**src/rtl/instruction_fetch.sv**
```systemverilog
// rtl/instruction_fetch.sv - instruction fetch: 256x16 program memory, 2-entry fetch FIFO, IDLE/RUN/HALT control
module instruction_fetch (
  input  logic        clk,
  input  logic        reset,
  input  logic [7:0]  address,
  input  logic        flush,
  input  logic        start,
  input  logic        prog_we,
  input  logic [7:0]  prog_adr,
  input  logic [15:0] prog_data,
  input  logic        decode_ready,
  output logic [15:0] instr,
  output logic [7:0]  instr_adr,
  output logic        instr_valid,
  output logic        pc_stall,
  output logic        halted
);

  typedef enum logic [1:0] {IDLE, RUN, HALT} state_t;

  state_t      state, state_nx;
  logic [15:0] mem [0:255];
  logic [15:0] rd_data;
  logic [7:0]  rd_adr;
  logic        inflight;
  logic [15:0] e0_data, e1_data;
  logic [7:0]  e0_adr, e1_adr;
  logic [1:0]  count;
  logic        issue, push, pop, halt_push;
  logic [2:0]  occupancy;

  always_comb begin
    pop       = instr_valid & decode_ready;
    push      = inflight & ~flush;
    halt_push = push & (state == RUN) & (rd_data == 16'hFFFF);
    occupancy = {1'b0, count} + {2'b00, inflight} - {2'b00, pop};
    // The halt word stops fetching in the cycle it lands, so nothing past it is read.
    pc_stall = 1'b1;
    if (state == RUN) begin
      if (flush)
        pc_stall = 1'b0;
      else if (halt_push)
        pc_stall = 1'b1;
      else
        pc_stall = (occupancy >= 3'd2);
    end
    issue = (state == RUN) & ~pc_stall & ~flush;
  end

  always_comb begin
    state_nx = state;
    case (state)
      IDLE:    if (start) state_nx = RUN;
      RUN:     if (halt_push) state_nx = HALT;
      default: state_nx = state;
    endcase
  end

  // Memory has no reset so its contents survive a mid-run reset.
  always_ff @(posedge clk) begin
    if (!reset && prog_we && state == IDLE)
      mem[prog_adr] <= prog_data;
    if (issue) begin
      rd_data <= mem[address];
      rd_adr  <= address;
    end
  end

  always_ff @(posedge clk) begin
    if (reset) begin
      state    <= IDLE;
      inflight <= 1'b0;
      count    <= 2'd0;
      e0_data  <= 16'h0000;
      e0_adr   <= 8'h00;
      e1_data  <= 16'h0000;
      e1_adr   <= 8'h00;
    end else begin
      state    <= state_nx;
      inflight <= issue;
      if (flush) begin
        count <= 2'd0;
      end else begin
        case ({push, pop})
          2'b11: begin
            if (count == 2'd1) begin
              e0_data <= rd_data;
              e0_adr  <= rd_adr;
            end else begin
              e0_data <= e1_data;
              e0_adr  <= e1_adr;
              e1_data <= rd_data;
              e1_adr  <= rd_adr;
            end
          end
          2'b10: begin
            if (count == 2'd0) begin
              e0_data <= rd_data;
              e0_adr  <= rd_adr;
            end else begin
              e1_data <= rd_data;
              e1_adr  <= rd_adr;
            end
            count <= count + 2'd1;
          end
          2'b01: begin
            e0_data <= e1_data;
            e0_adr  <= e1_adr;
            count   <= count - 2'd1;
          end
          default: ;
        endcase
      end
    end
  end

  assign instr       = e0_data;
  assign instr_adr   = e0_adr;
  assign instr_valid = (count != 2'd0);
  assign halted      = (state == HALT);

endmodule

```
**config.mk**
```make
export PLATFORM = sky130hd
export DESIGN_NAME = instruction_fetch
export DESIGN_NICKNAME = d
export VERILOG_FILES = /design/src/rtl/instruction_fetch.sv
export SDC_FILE = /design/constraint.sdc
export NUM_CORES = 2
export LEC_CHECK = 0
export ABC_AREA = 1
export CORE_MARGIN = 3
export CORE_UTILIZATION = 35
export CTS_CLUSTER_SIZE = 16
export DETAILED_ROUTE_END_ITERATION = 8
export HOLD_SLACK_MARGIN = 0.1
export PLACE_DENSITY = 0.59
export SYNTH_ARGS = -nofsm -noshare
export SYNTH_HDL_FRONTEND = slang
export SYNTH_SLANG_ARGS = --single-unit
```
**constraint.sdc**
```tcl
create_clock -name clk -period 5.3 [get_ports clk]
set_clock_uncertainty 0.05 [all_clocks]
set_input_delay 0.53 -clock clk [delete_from_list [all_inputs] [get_ports clk]]
set_output_delay 0.53 -clock clk [all_outputs]
set_load 0.01 [all_outputs]
```
==> impl_metrics.tcl <==
set metrics [dict create \
    cts_buffer_depth 4 \
    clk_latency_ns 0.99 \
    design.core.area_sq_mm 0.479 \
    worst_pin_slew_ns 1.17 \
    crit_slowest_cell "clkdlybuf4s50_1" \
    grt.total_usage_pct 19.8 \
    drcViolationCount 0 \
    globalRoute.totalOverflow 0 \
    detail_route.wirelength_mm 502 \
    layout-drive-gt1-share_pct 8.01 \
    critPathLaunch "count[0]" \
    ios 65 \
    yosysWarningCount 0 \
    whs_ns 0.141 \
    drt-met1-wl_mm 210 \
    clk_pin_slew_ns 0.06 \
    post_drt_wl_per_cell_um 24.1 \
    grt_start_max_net_pins 154 \
    reg2reg_from "state[1]" \
    maxCapViolations 0 \
    drt-initial-drc-count 15000 \
    wl_met3_mm 48.9 \
    grt_pass1_vias 102000 \
    netlist_area_sq_mm 0.169 \
    synth_edf_count 4120 \
    ys.flop_type "edfxtp_1" \
    critical_path.max_stage_delay_ns 0.54 \
    grt_pass1_wl_mm 726 \
    cp.arrival_ns 3.84 \
    crit_required_ns 4.72 \
    path_buf_inv 3 \
    critPathTopFamily "simple AND/OR/NAND/NOR gates" \
    port_buffers 64 \
    avgSynthCellArea_sq_um 12.0 \
    fillers 45000 \
    nNetsFinal 14100 \
    placedCellCount 20000 \
    fmax_mhz 226 \
    fin_crit_sh_pct 83.4 \
    postCtsSetupRepairBufs 0 \
    synth_nets 14000 \
    ctsHtreeMaxLevel 5 \
    drt_pre_antenna_iters 6 \
    outcome "finished, final reports clean" \
    p_per_area_mw_per_mm2 364 \
    start_kind "flop" \
    hold_viol_final 0 \
    cts_buffers 423 \
    min_from "address[2]" \
    place_congestion 0.847 \
    slew_viol_final 0 \
    highest_layer "met5" \
    p_leak_nw 65.7 \
    end_kind "output port" \
    vias 111000 \
    setup_viol 0 \
    dpl.hpwl_mm 281 \
    cts.sinks 4173 \
    root_buffer "clkbuf_16" \
    hold_class "input pin to flop" \
    grt_setup_unrepaired "false" \
    vias_per_cell 5.36 \
    antenna_found_initial 27 \
    placementRows 254 \
    syn_to_final_growth_pct 13.2 \
    total_power_mw 69.4 \
    final_cell_count_no_fill 20800 \
    synth_async_sr_flop_share_pct 0 \
    die_w_um 700 \
    die_area_sq_mm 0.490 \
    slew-limit-headroom_pct 21.7 \
    initial_utilization_pct 35.2 \
    rrSetupSlack_ns 2.10 \
    ant_nets 0 \
    dr_wl_met2_mm 228 \
    die_y_um 700 \
    cts_tree "done" \
    path_cells "inv_1 > ha_1 > inv_1 > nand2_1 > nor2_1 > o21ai_0 > fa_1 > or2_2 > nand4_1 > nand2_1 > nand2_1 > clkdlybuf4s50_1" \
    worstPathMaxFanout 6 \
    critPathKind "flop to output port" \
    synth_seq_area_share_pct 74.0 \
    cpMostUsedCell "nand2_1" \
    fin_crit_ns 4.42 \
    synth.distinct_cells 29 \
    ys_ff_latch 4173 \
    syn-instance-count 14000 \
    ir_drop_v 0.000295 \
    finalSetupTns_ns 0 \
]
timing repair:
action                                 4_1_cts  5_1_grt
endpoints found under the hold margin      647        0
hold buffers                                20        0
resized for setup                            0        0
setup endpoints to repair                    0        0
cells in the mapped netlist, types with 2 or more instances:
cell type / instances / area share [%]
nand2_1: 4268 / 9.5
edfxtp_1: 4120 / 73
nand3_1: 4036 / 12
buf_2: 513 / 1.5
nor2_1: 288 / 0.64
clkbuf_1: 162 / 0.36
buf_4: 155 / 0.69
buf_1: 98 / 0.22
o21ai_0: 98 / 0.29
inv_1: 71 / 0.16
dfxtp_1: 53 / 0.63
a21oi_1: 52 / 0.15
buf_6: 36 / 0.24
a31oi_1: 24 / 0.089
ha_1: 4 / 0.030
nor4_1: 4 / 0.015
nand4_1: 3 / 0.011
inv_2: 2 / 0.0045
inv_4: 2 / 0.0074
path summary, 6_finish.rpt:
check,to,cells after the start
setup reg to reg,mem[129][14],8
setup / recovery,pc_stall,12
hold / removal,rd_adr[2],2
hold reg to reg,e1_adr[1],2
state kept, by name, indices dropped and copies added, names as in the netlist, 8 cells and up:
register and cells:
e1_adr 8, rd_data 16, instr 16, e1_data 16, instr_adr 8, rd_adr 8, mem 4096
per-stage QoR:
step,area (sq um),setup WS (ns),util (%)
after global placement,177000,1.14,37.0
after detailed placement,177000,1.16,37.0
after global routing,191000,0.599,39.8
final,191000,0.881,39.8
after floorplan,169000,2.51,-
after CTS,191000,0.800,39.8
logic make-up after synthesis:
| logic type | share of synthesized area, % |
|---|---|
| fa+ha+maj | 0.0416 |
| xor+xnor | 0.00520 |
| compound gates | 0.548 |
| buf+inv | 3.22 |
| flops | 74.0 |
| simple gates | 22.2 |
placed cells by master, fill, tap and decap left out, types with 2 or more instances in the layout:
cell type / synthesis / routed
nand2_1: 4268 / 4252
edfxtp_1: 4120 / 4120
nand3_1: 4036 / 4036
clkbuf_16: 0 / 430
buf_4: 155 / 430
nor2_1: 288 / 268
clkbuf_1: 162 / 100
clkinv_1: 1 / 99
o21ai_0: 98 / 98
buf_12: 1 / 95
inv_1: 71 / 69
clkinv_2: 0 / 68
dfxtp_1: 53 / 53
a21oi_1: 52 / 52
clkdlybuf4s50_1: 0 / 41
bufinv_16: 0 / 29
a31oi_1: 24 / 24
nor2_2: 1 / 21
dlygate4sd3_1: 0 / 20
buf_8: 0 / 19
nand2_2: 0 / 16
diode_2: 0 / 13
inv_6: 0 / 8
inv_16: 0 / 7
clkinvlp_4: 0 / 7
clkinv_8: 0 / 5
nor4_1: 4 / 4
ha_1: 4 / 4
inv_8: 0 / 3
nand4_1: 3 / 3
clkinv_16: 0 / 3
clkinv_4: 0 / 3
clkbuf_8: 0 / 2
cell type report:
cell class                      count  area, sq um  area share, %
Sequential cell                  4173       125000           65.4
Antenna cell                       13         32.5         0.0170
Clock buffer                      532        11200           5.85
Timing Repair Buffer              608         6070           3.18
Tap cell                         6400         8010           4.20
Multi-Input combinational cell   8785        38500           20.2
Inverter                           76          338          0.177
Clock inverter                    227         2010           1.05
metal layers:
layer  vias up  track usage [%]
li1      50100                -
met1     55500             28.4
met2      5152             30.4
met3       756             3.96
met4        16             5.65
met5         -                0
report_power, final:
group | total [mW] | switching [mW] | internal [mW]
Combinational | 4.24 | 3.25 | 0.989
Sequential | 36.3 | 0.0304 | 36.3
Clock | 28.8 | 12.6 | 16.3
No activity file was read; power rests on OpenSTA's default activity.
